--- src/rtl/load_store_unit.sv ---
// Load/store unit: one request at a time toward an async-read, sync-write data memory.
// Define LSU_SUBWORD_EN to build byte/halfword loads and read-modify-write stores.
module load_store_unit #(
  parameter int unsigned DATA_WIDTH = 32
) (
  input  logic                  clk,
  input  logic                  reset,
  input  logic                  Req_Valid_i,
  output logic                  Req_Ready_o,
  input  logic                  Req_Write_i,
  input  logic [2:0]            Req_Funct3_i,
  input  logic [DATA_WIDTH-1:0] Req_Address_i,
  input  logic [DATA_WIDTH-1:0] Req_Write_Data_i,
  output logic                  Resp_Valid_o,
  output logic [DATA_WIDTH-1:0] Resp_Data_o,
  output logic                  Access_Error_o,
  output logic                  Mem_Read_o,
  output logic                  Mem_Write_o,
  output logic [DATA_WIDTH-1:0] Mem_Address_o,
  output logic [DATA_WIDTH-1:0] Mem_Write_Data_o,
  input  logic [DATA_WIDTH-1:0] Mem_Read_Data_i
);

  localparam int unsigned BYTE_W = 8;
  localparam int unsigned HALF_W = 16;

  typedef enum logic [2:0] {
    IDLE, LOAD, STORE_W, RMW_RD, RMW_WR, DONE, ERR
  } state_t;

  state_t                state_q;
  logic [DATA_WIDTH-1:0] addr_q;
  logic [DATA_WIDTH-1:0] wdata_q;
  logic [2:0]            f3_q;
  logic                  write_q;
  logic                  ready_q;
  logic                  resp_valid_q;
  logic                  err_q;
  logic                  rd_q;
  logic                  wr_q;
  logic [DATA_WIDTH-1:0] resp_data_q;
  logic [DATA_WIDTH-1:0] mem_wdata_q;

  logic                  req_legal;
  logic [DATA_WIDTH-1:0] load_data_d;

  // Legality of the incoming request: funct3 decode plus natural alignment.
  always_comb begin
    req_legal = 1'b0;
`ifdef LSU_SUBWORD_EN
    unique case (Req_Funct3_i)
      3'b000:         req_legal = 1'b1;
      3'b001:         req_legal = ~Req_Address_i[0];
      3'b010:         req_legal = (Req_Address_i[1:0] == 2'b00);
      3'b100, 3'b101: req_legal = ~Req_Write_i & ~(Req_Funct3_i[0] & Req_Address_i[0]);
      default:        req_legal = 1'b0;
    endcase
`else
    req_legal = (Req_Funct3_i == 3'b010) && (Req_Address_i[1:0] == 2'b00);
`endif
  end

`ifdef LSU_SUBWORD_EN
  logic [BYTE_W-1:0]     ld_byte;
  logic [HALF_W-1:0]     ld_half;
  logic [DATA_WIDTH-1:0] merge_d;

  // Lane extraction with sign/zero extension, and lane merge for RMW stores.
  always_comb begin
    ld_byte = Mem_Read_Data_i[{addr_q[1:0], 3'b000} +: BYTE_W];
    ld_half = Mem_Read_Data_i[{addr_q[1], 4'b0000} +: HALF_W];
    unique case (f3_q[1:0])
      2'b00:   load_data_d = {{(DATA_WIDTH-BYTE_W){ld_byte[BYTE_W-1] & ~f3_q[2]}}, ld_byte};
      2'b01:   load_data_d = {{(DATA_WIDTH-HALF_W){ld_half[HALF_W-1] & ~f3_q[2]}}, ld_half};
      default: load_data_d = Mem_Read_Data_i;
    endcase
    merge_d = Mem_Read_Data_i;
    if (f3_q[0]) merge_d[{addr_q[1], 4'b0000} +: HALF_W] = wdata_q[HALF_W-1:0];
    else         merge_d[{addr_q[1:0], 3'b000} +: BYTE_W] = wdata_q[BYTE_W-1:0];
  end
`else
  always_comb begin
    load_data_d = (f3_q == 3'b010) ? Mem_Read_Data_i : '0;
  end
`endif

  // Control FSM with registered outputs.
  always_ff @(posedge clk) begin
    if (reset) begin
      state_q      <= IDLE;
      addr_q       <= '0;
      wdata_q      <= '0;
      f3_q         <= '0;
      write_q      <= 1'b0;
      ready_q      <= 1'b1;
      resp_valid_q <= 1'b0;
      err_q        <= 1'b0;
      rd_q         <= 1'b0;
      wr_q         <= 1'b0;
      resp_data_q  <= '0;
      mem_wdata_q  <= '0;
    end else begin
      ready_q      <= 1'b0;
      resp_valid_q <= 1'b0;
      err_q        <= 1'b0;
      rd_q         <= 1'b0;
      wr_q         <= 1'b0;
      unique case (state_q)
        IDLE: begin
          ready_q <= 1'b1;
          if (Req_Valid_i) begin
            ready_q <= 1'b0;
            addr_q  <= Req_Address_i;
            wdata_q <= Req_Write_Data_i;
            f3_q    <= Req_Funct3_i;
            write_q <= Req_Write_i;
            if (!req_legal) begin
              state_q      <= ERR;
              resp_valid_q <= 1'b1;
              err_q        <= 1'b1;
              resp_data_q  <= '0;
            end else if (Req_Write_i) begin
`ifdef LSU_SUBWORD_EN
              if (Req_Funct3_i != 3'b010) begin
                state_q <= RMW_RD;
                rd_q    <= 1'b1;
              end else
`endif
              begin
                state_q     <= STORE_W;
                wr_q        <= 1'b1;
                mem_wdata_q <= Req_Write_Data_i;
              end
            end else begin
              state_q <= LOAD;
              rd_q    <= 1'b1;
            end
          end
        end
        LOAD: begin
          state_q      <= DONE;
          resp_valid_q <= 1'b1;
          resp_data_q  <= load_data_d;
        end
        STORE_W: begin
          state_q      <= DONE;
          resp_valid_q <= 1'b1;
          resp_data_q  <= '0;
        end
`ifdef LSU_SUBWORD_EN
        RMW_RD: begin
          state_q     <= RMW_WR;
          wr_q        <= 1'b1;
          mem_wdata_q <= merge_d;
        end
        RMW_WR: begin
          state_q      <= DONE;
          resp_valid_q <= 1'b1;
          resp_data_q  <= '0;
        end
`endif
        default: begin
          state_q <= IDLE;
          ready_q <= 1'b1;
        end
      endcase
    end
  end

  // Strobes are masked by reset so an aborted access never commits.
  assign Mem_Read_o       = rd_q & ~reset;
  assign Mem_Write_o      = wr_q & ~reset & write_q;
  assign Mem_Address_o    = addr_q;
  assign Mem_Write_Data_o = mem_wdata_q;
  assign Req_Ready_o      = ready_q;
  assign Resp_Valid_o     = resp_valid_q;
  assign Resp_Data_o      = resp_data_q;
  assign Access_Error_o   = err_q;

endmodule

--- config.mk ---
export PLATFORM = sky130hd
export DESIGN_NAME = load_store_unit
export DESIGN_NICKNAME = d
export VERILOG_FILES = /design/src/rtl/load_store_unit.sv
export SDC_FILE = /design/constraint.sdc
export NUM_CORES = 1
export LEC_CHECK = 0
export CORE_MARGIN = 2
export CORE_UTILIZATION = 43
export CTS_BUF_LIST = sky130_fd_sc_hd__clkbuf_2
export DETAILED_ROUTE_END_ITERATION = 16
export PLACE_DENSITY = 0.82
export SYNTH_ARGS = -nofsm -noshare
export SYNTH_HDL_FRONTEND = slang
export SYNTH_SLANG_ARGS = --single-unit
--- constraint.sdc ---
create_clock -name clk -period 1.9 [get_ports clk]
set_input_delay 0.38 -clock clk [delete_from_list [all_inputs] [get_ports clk]]
set_output_delay 0.38 -clock clk [all_outputs]
set_load 0.03 [all_outputs]
# Word-level counts from Yosys, hierarchy flattened
# Cells that the tools add are included.
dict set report word_totals {
  elab_cells 49
  out_inout_bits 101
  input_bits 103
  ff_bits 108
}
dict set report classes {
  n_eq_ne 6
  reduce_logical 10
  bitwise 7
  mux 15
}
# cell count
set ops {}
lappend ops {{32-bit 2-to-1 mux} 3}
lappend ops {{32-bit case mux with 3 select lines} 1}
lappend ops {{3-bit by 2-bit == test with 1-bit output (second input constant)} 3}
lappend ops {{3-bit 2-to-1 mux} 2}
lappend ops {{3-bit case mux with 2 select lines} 1}
lappend ops {{1-bit 2-to-1 mux} 5}
lappend ops {{2-bit inequality test (second input constant)} 2}
lappend ops {{1-bit NOT} 4}
lappend ops {{1-bit case mux with 2 select lines} 2}
lappend ops {{4-bit AND reduction} 1}
lappend ops {{2-bit OR reduction} 2}
lappend ops {{4-bit OR reduction} 1}
lappend ops {{1-bit bitwise AND} 3}
lappend ops {{3-bit by 1-bit == test with 1-bit output (second input constant)} 1}
lappend ops {{3-bit logical NOT} 1}
lappend ops {{3-bit AND reduction} 1}
lappend ops {{3-bit nonzero test} 1}
lappend ops {{2-bit logical NOT} 1}
lappend ops {{2-bit 2-to-1 mux} 1}
lappend ops {{2-bit AND reduction} 1}
lappend ops {{1-bit logical AND} 1}

# Longest topological paths before layout
# Gate-level depths: netlist of the first run.
dict set report logic_depth {
  ltp_word 5
  ltp_mapped 6
  mapped_depth_nobuf 3
}

# Worst setup path before layout of the first run
# Ideal clock, no wire load.
dict set report synth_path {
  path_kind {register -> register}
  start {register state_q[2]}
  end {register addr_q[17], in the netlist Mem_Address_o[17]}
  stages_incl_launch_ff 7
  synth_period_minus_slack_ns 1.575
  t_required_ns 1.768
  n_path_buf 3
  arrival_time_ns 1.443
  setup_slack_ns 0.325
  setup_time_ns 0.132
  cell_sequence {dfxtp_1 -> clkbuf_1 -> or4b_1 -> buf_2 -> buf_2 -> nand2_1 -> a21oi_1}
}
dict set report synth_between {
  elab_chain_len 2
}
# element line
set synth_rtl {}
lappend synth_rtl {{start: declaration} 31} ;# state_t state_q;
lappend synth_rtl {{start signal: assignment} 90} ;# state_q <= IDLE;
lappend synth_rtl {{start signal: assignment} 118} ;# state_q <= ERR;
lappend synth_rtl {{start signal: assignment} 130} ;# state_q <= STORE_W;
lappend synth_rtl {{3-bit logical NOT} 108} ;# unique case (state_q)
lappend synth_rtl {{2-bit AND reduction (no source line)} -}
lappend synth_rtl {{end signal: assignment} 113} ;# addr_q <= Req_Address_i;
lappend synth_rtl {{end: declaration} 32} ;# logic [DATA_WIDTH-1:0] addr_q;
# Every way passes these cells.
# A chain may end at the register's enable or synchronous reset.

# Final worst setup path of the first run
dict set report layout_path {
  start {register addr_q[14], in the netlist Mem_Address_o[14]}
  end {output Mem_Address_o[14]}
}
# element line
set layout_rtl {}
lappend layout_rtl {{end: declaration} 19} ;# output logic [DATA_WIDTH-1:0] Mem_Address_o,
# No word-level cell between the ends.

==> results.cfg, run 1 <==
[setup_path]
cp_num_buf_inv = 1
startpoint = Mem_Address_o[14]
crit_family = buffers and inverters
r2r_setup_slack_ns = 0.25
cp-end-kind = primary output
required_ns = 1.52
slowest_delay_ns = 0.42
startpoint_type = register
r2r_cells = 4
crit_type = reg2out
slowest_stage = dlygate4sd2_1
worstPathArrival_ns = 1.42
crit_end = Mem_Address_o[14]
cp.depth = 1
r2r-end = Mem_Write_Data_o[23]
critPathMaxFanout = 2
rr_startpoint = state_q[1]
path_cells = dlygate4sd2_1

[sta]
clock.fmax_mhz = 557
max_slew_margin = 0.598
rsz0062_at_grt = false
tns_ns = 0
tightest_slew_ns = 0.603
finalCritPeriodShare = 0.945
fin_skew_ns = 0.0523
finalCriticalPeriod_ns = 1.80
whs_ns = 0.275
hold_violations = 0
finalSetupViolCount = 0
maxSlewViolCount = 0

[cts]
htreeDepth = 3
cts_buffer_depth = 2
tritoncts = done
cts_hold_repair.buffers = 0
root_buffer = clkbuf_2
clk_pin_slew_ns = 0.33
postCtsSetupBuffers = 0
cts_num_sinks = 108
clk_latency_ns = 0.59
cts_buffers = 9

[global_routing]
track_usage = 0.213
grt_pass1_wl_um = 19800
antenna_found_initial = 0
grt_overflow = 0
grt_pass1_vias = 4172
grt_max_degree = 174

[floorplan]
die-area_um2 = 11400
rows = 37
pin_count = 204
core_um2 = 10300
die_w_um = 107
initial_core_util = 0.441
die_y_um = 107

[placed_design]
gp_congestion = 0.747
dp_cells = 816
portBuffers = 203
dpl.hpwl_um = 8450

[logic_synthesis]
yosysWarnings = 0
syn_area_um2 = 4550
postSynthCellCount = 508
async_flop_share = 0
ys_types = 27
synth.avg_cell_area_um2 = 8.96
synth-edff-count = 0
yosys_register_bits = 108
syn_nets = 611
synth-main-ff-cell = dfxtp_1
ys_seq_area_frac = 0.475

[drt]
drt-total-wl_um = 12100
dr.pass1.iters = 5
drc = 0
drt_iter0_drc = 202
wl_per_cell_um = 14.5
viasPerCell = 5.06
antenna_left = 0
via_count = 4201

[run]
maxCapViolations = 0

[power_and_ir_drop]
peakVddDrop_v = 0.000512
powerDensity_nw_per_um2 = 613
leakagePower_nw = 2.90
finalPower_mw = 4.11

[finish]
drive_gt1_frac = 0.0504
instances_no_fill = 831
syn_to_final_growth_pct = 47.2
n_antenna_cell = 0
fin_nets = 794

[outcome]
status = finished clean

[min_path]
hold_class = in2reg
synth_stat cells (all sizes together), types with 2 or more instances:
| cell | count | share of area |
|---|---|---|
| nor2b | 2 | 0.0027 |
| nor3b | 4 | 0.0066 |
| a21oi | 38 | 0.042 |
| mux2i | 32 | 0.070 |
| nor2 | 2 | 0.0016 |
| o21ai | 32 | 0.035 |
| nand2b | 96 | 0.13 |
| a31oi | 32 | 0.044 |
| dfxtp | 108 | 0.47 |
| and3b | 33 | 0.063 |
| nand2 | 72 | 0.059 |
| clkbuf | 38 | 0.031 |
| buf | 6 | 0.011 |
| nor3 | 3 | 0.0033 |
cell usage in the layout, fill, tap and decap left out, types with 2 or more instances in the layout:
cell type	Yosys	final
dfxtp_1	108	108
clkdlybuf4s50_1	0	101
clkdlybuf4s15_1	0	6
nand2_1	72	72
and3b_1	33	33
dlygate4sd2_1	0	93
a31oi_1	32	32
a21oi_1	38	38
o21ai_1	8	8
nand2b_1	96	96
clkbuf_2	0	9
nor3_1	3	2
o21ai_0	24	24
inv_6	0	2
mux2i_1	32	32
buf_12	0	3
nor3b_1	4	4
nor2_1	2	2
nor2b_1	2	2
buf_4	1	12
what timing repair did:
action | 4_1_cts | 5_1_grt
gates resized for setup | 102 | 6
endpoints found under the hold margin | 0 | 0
pin swaps | 0 | 0
setup endpoints to repair | 100 | 6
worst reg2reg max path, stage by stage, from the launching register on:
cell	delay, ns
dfxtp_1	0.48
nor4b_4	0.33
and4_2	0.29
buf_12	0.24
mux2i_1	0.25
worst min path at each step:
stage	end	depth (start not counted)	start
final	Mem_Address_o[8]	3	Req_Address_i[8]
after global routing	Mem_Address_o[29]	3	Req_Address_i[29]
after CTS	Mem_Address_o[15]	3	Req_Address_i[15]
after detailed placement	Mem_Address_o[14]	2	Mem_Address_o[14]
after global placement	Mem_Address_o[20]	2	Mem_Address_o[20]
after floorplan	f3_q[1]	2	f3_q[1]
routing by layer:
metal / part of all wire / global-route usage / up-vias
met3: 0.066 / 0.0547 / 17
met5: 0 / 0 / -
met2: 0.50 / 0.379 / 137
met4: 0.020 / 0.0714 / 0
met1: 0.41 / 0.248 / 1959
li1: - / - / 2088
registers in the layout (all words and copies together), names as in the netlist:
signal,count
Access_Error_o,1
state_q,3
f3_q,3
write_q,1
Req_Ready_o,1
Resp_Valid_o,1
Mem_Address_o,32
Mem_Write_Data_o,32
wr_q,1
Resp_Data_o,32
rd_q,1
stage by stage:
stage	cell area (µm²)	utilization	setup slack, ns
floorplan	4550	-	0.325
global placement	6720	0.651	-0.120
detailed placement	6720	0.651	-0.190
CTS	6690	0.648	0.0366
global route	6700	0.649	0.00141
finish	6700	0.649	0.105
logic make-up (layout without fill, tap and decap cells):
group                  count (synthesis)  in the layout  synth area share
and+or+nand+nor                      219            219             0.285
DFF                                  108            108             0.475
AOI/OAI and AO/OA                    104            104             0.126
buffers and inverters                 45            232            0.0434
muxes                                 32             32            0.0704
where the power goes:
group	internal [mW]	switching, mW
logic	0.368	0.384
registers	2.34	0.0386
clock network	0.184	0.791
total	2.89	1.21
cell type report:
class / count / area, µm²
fillers: 916 / 3620
clock buffers: 9 / 45.0
inverters: 1 / 3.75
repair buffers: 216 / 2050
flip-flops and latches: 108 / 2160
multi-input cells: 355 / 2220
well taps: 136 / 170
clock inverters: 6 / 48.8
Note: power is estimated with default switching activity, not from simulation.
==> run 2, diff against run 1 <==
- CAP_MARGIN: default -> 40
==> results of run 2 <==
Same layout as run 1: the final DEF is identical, and so are final timing and power.
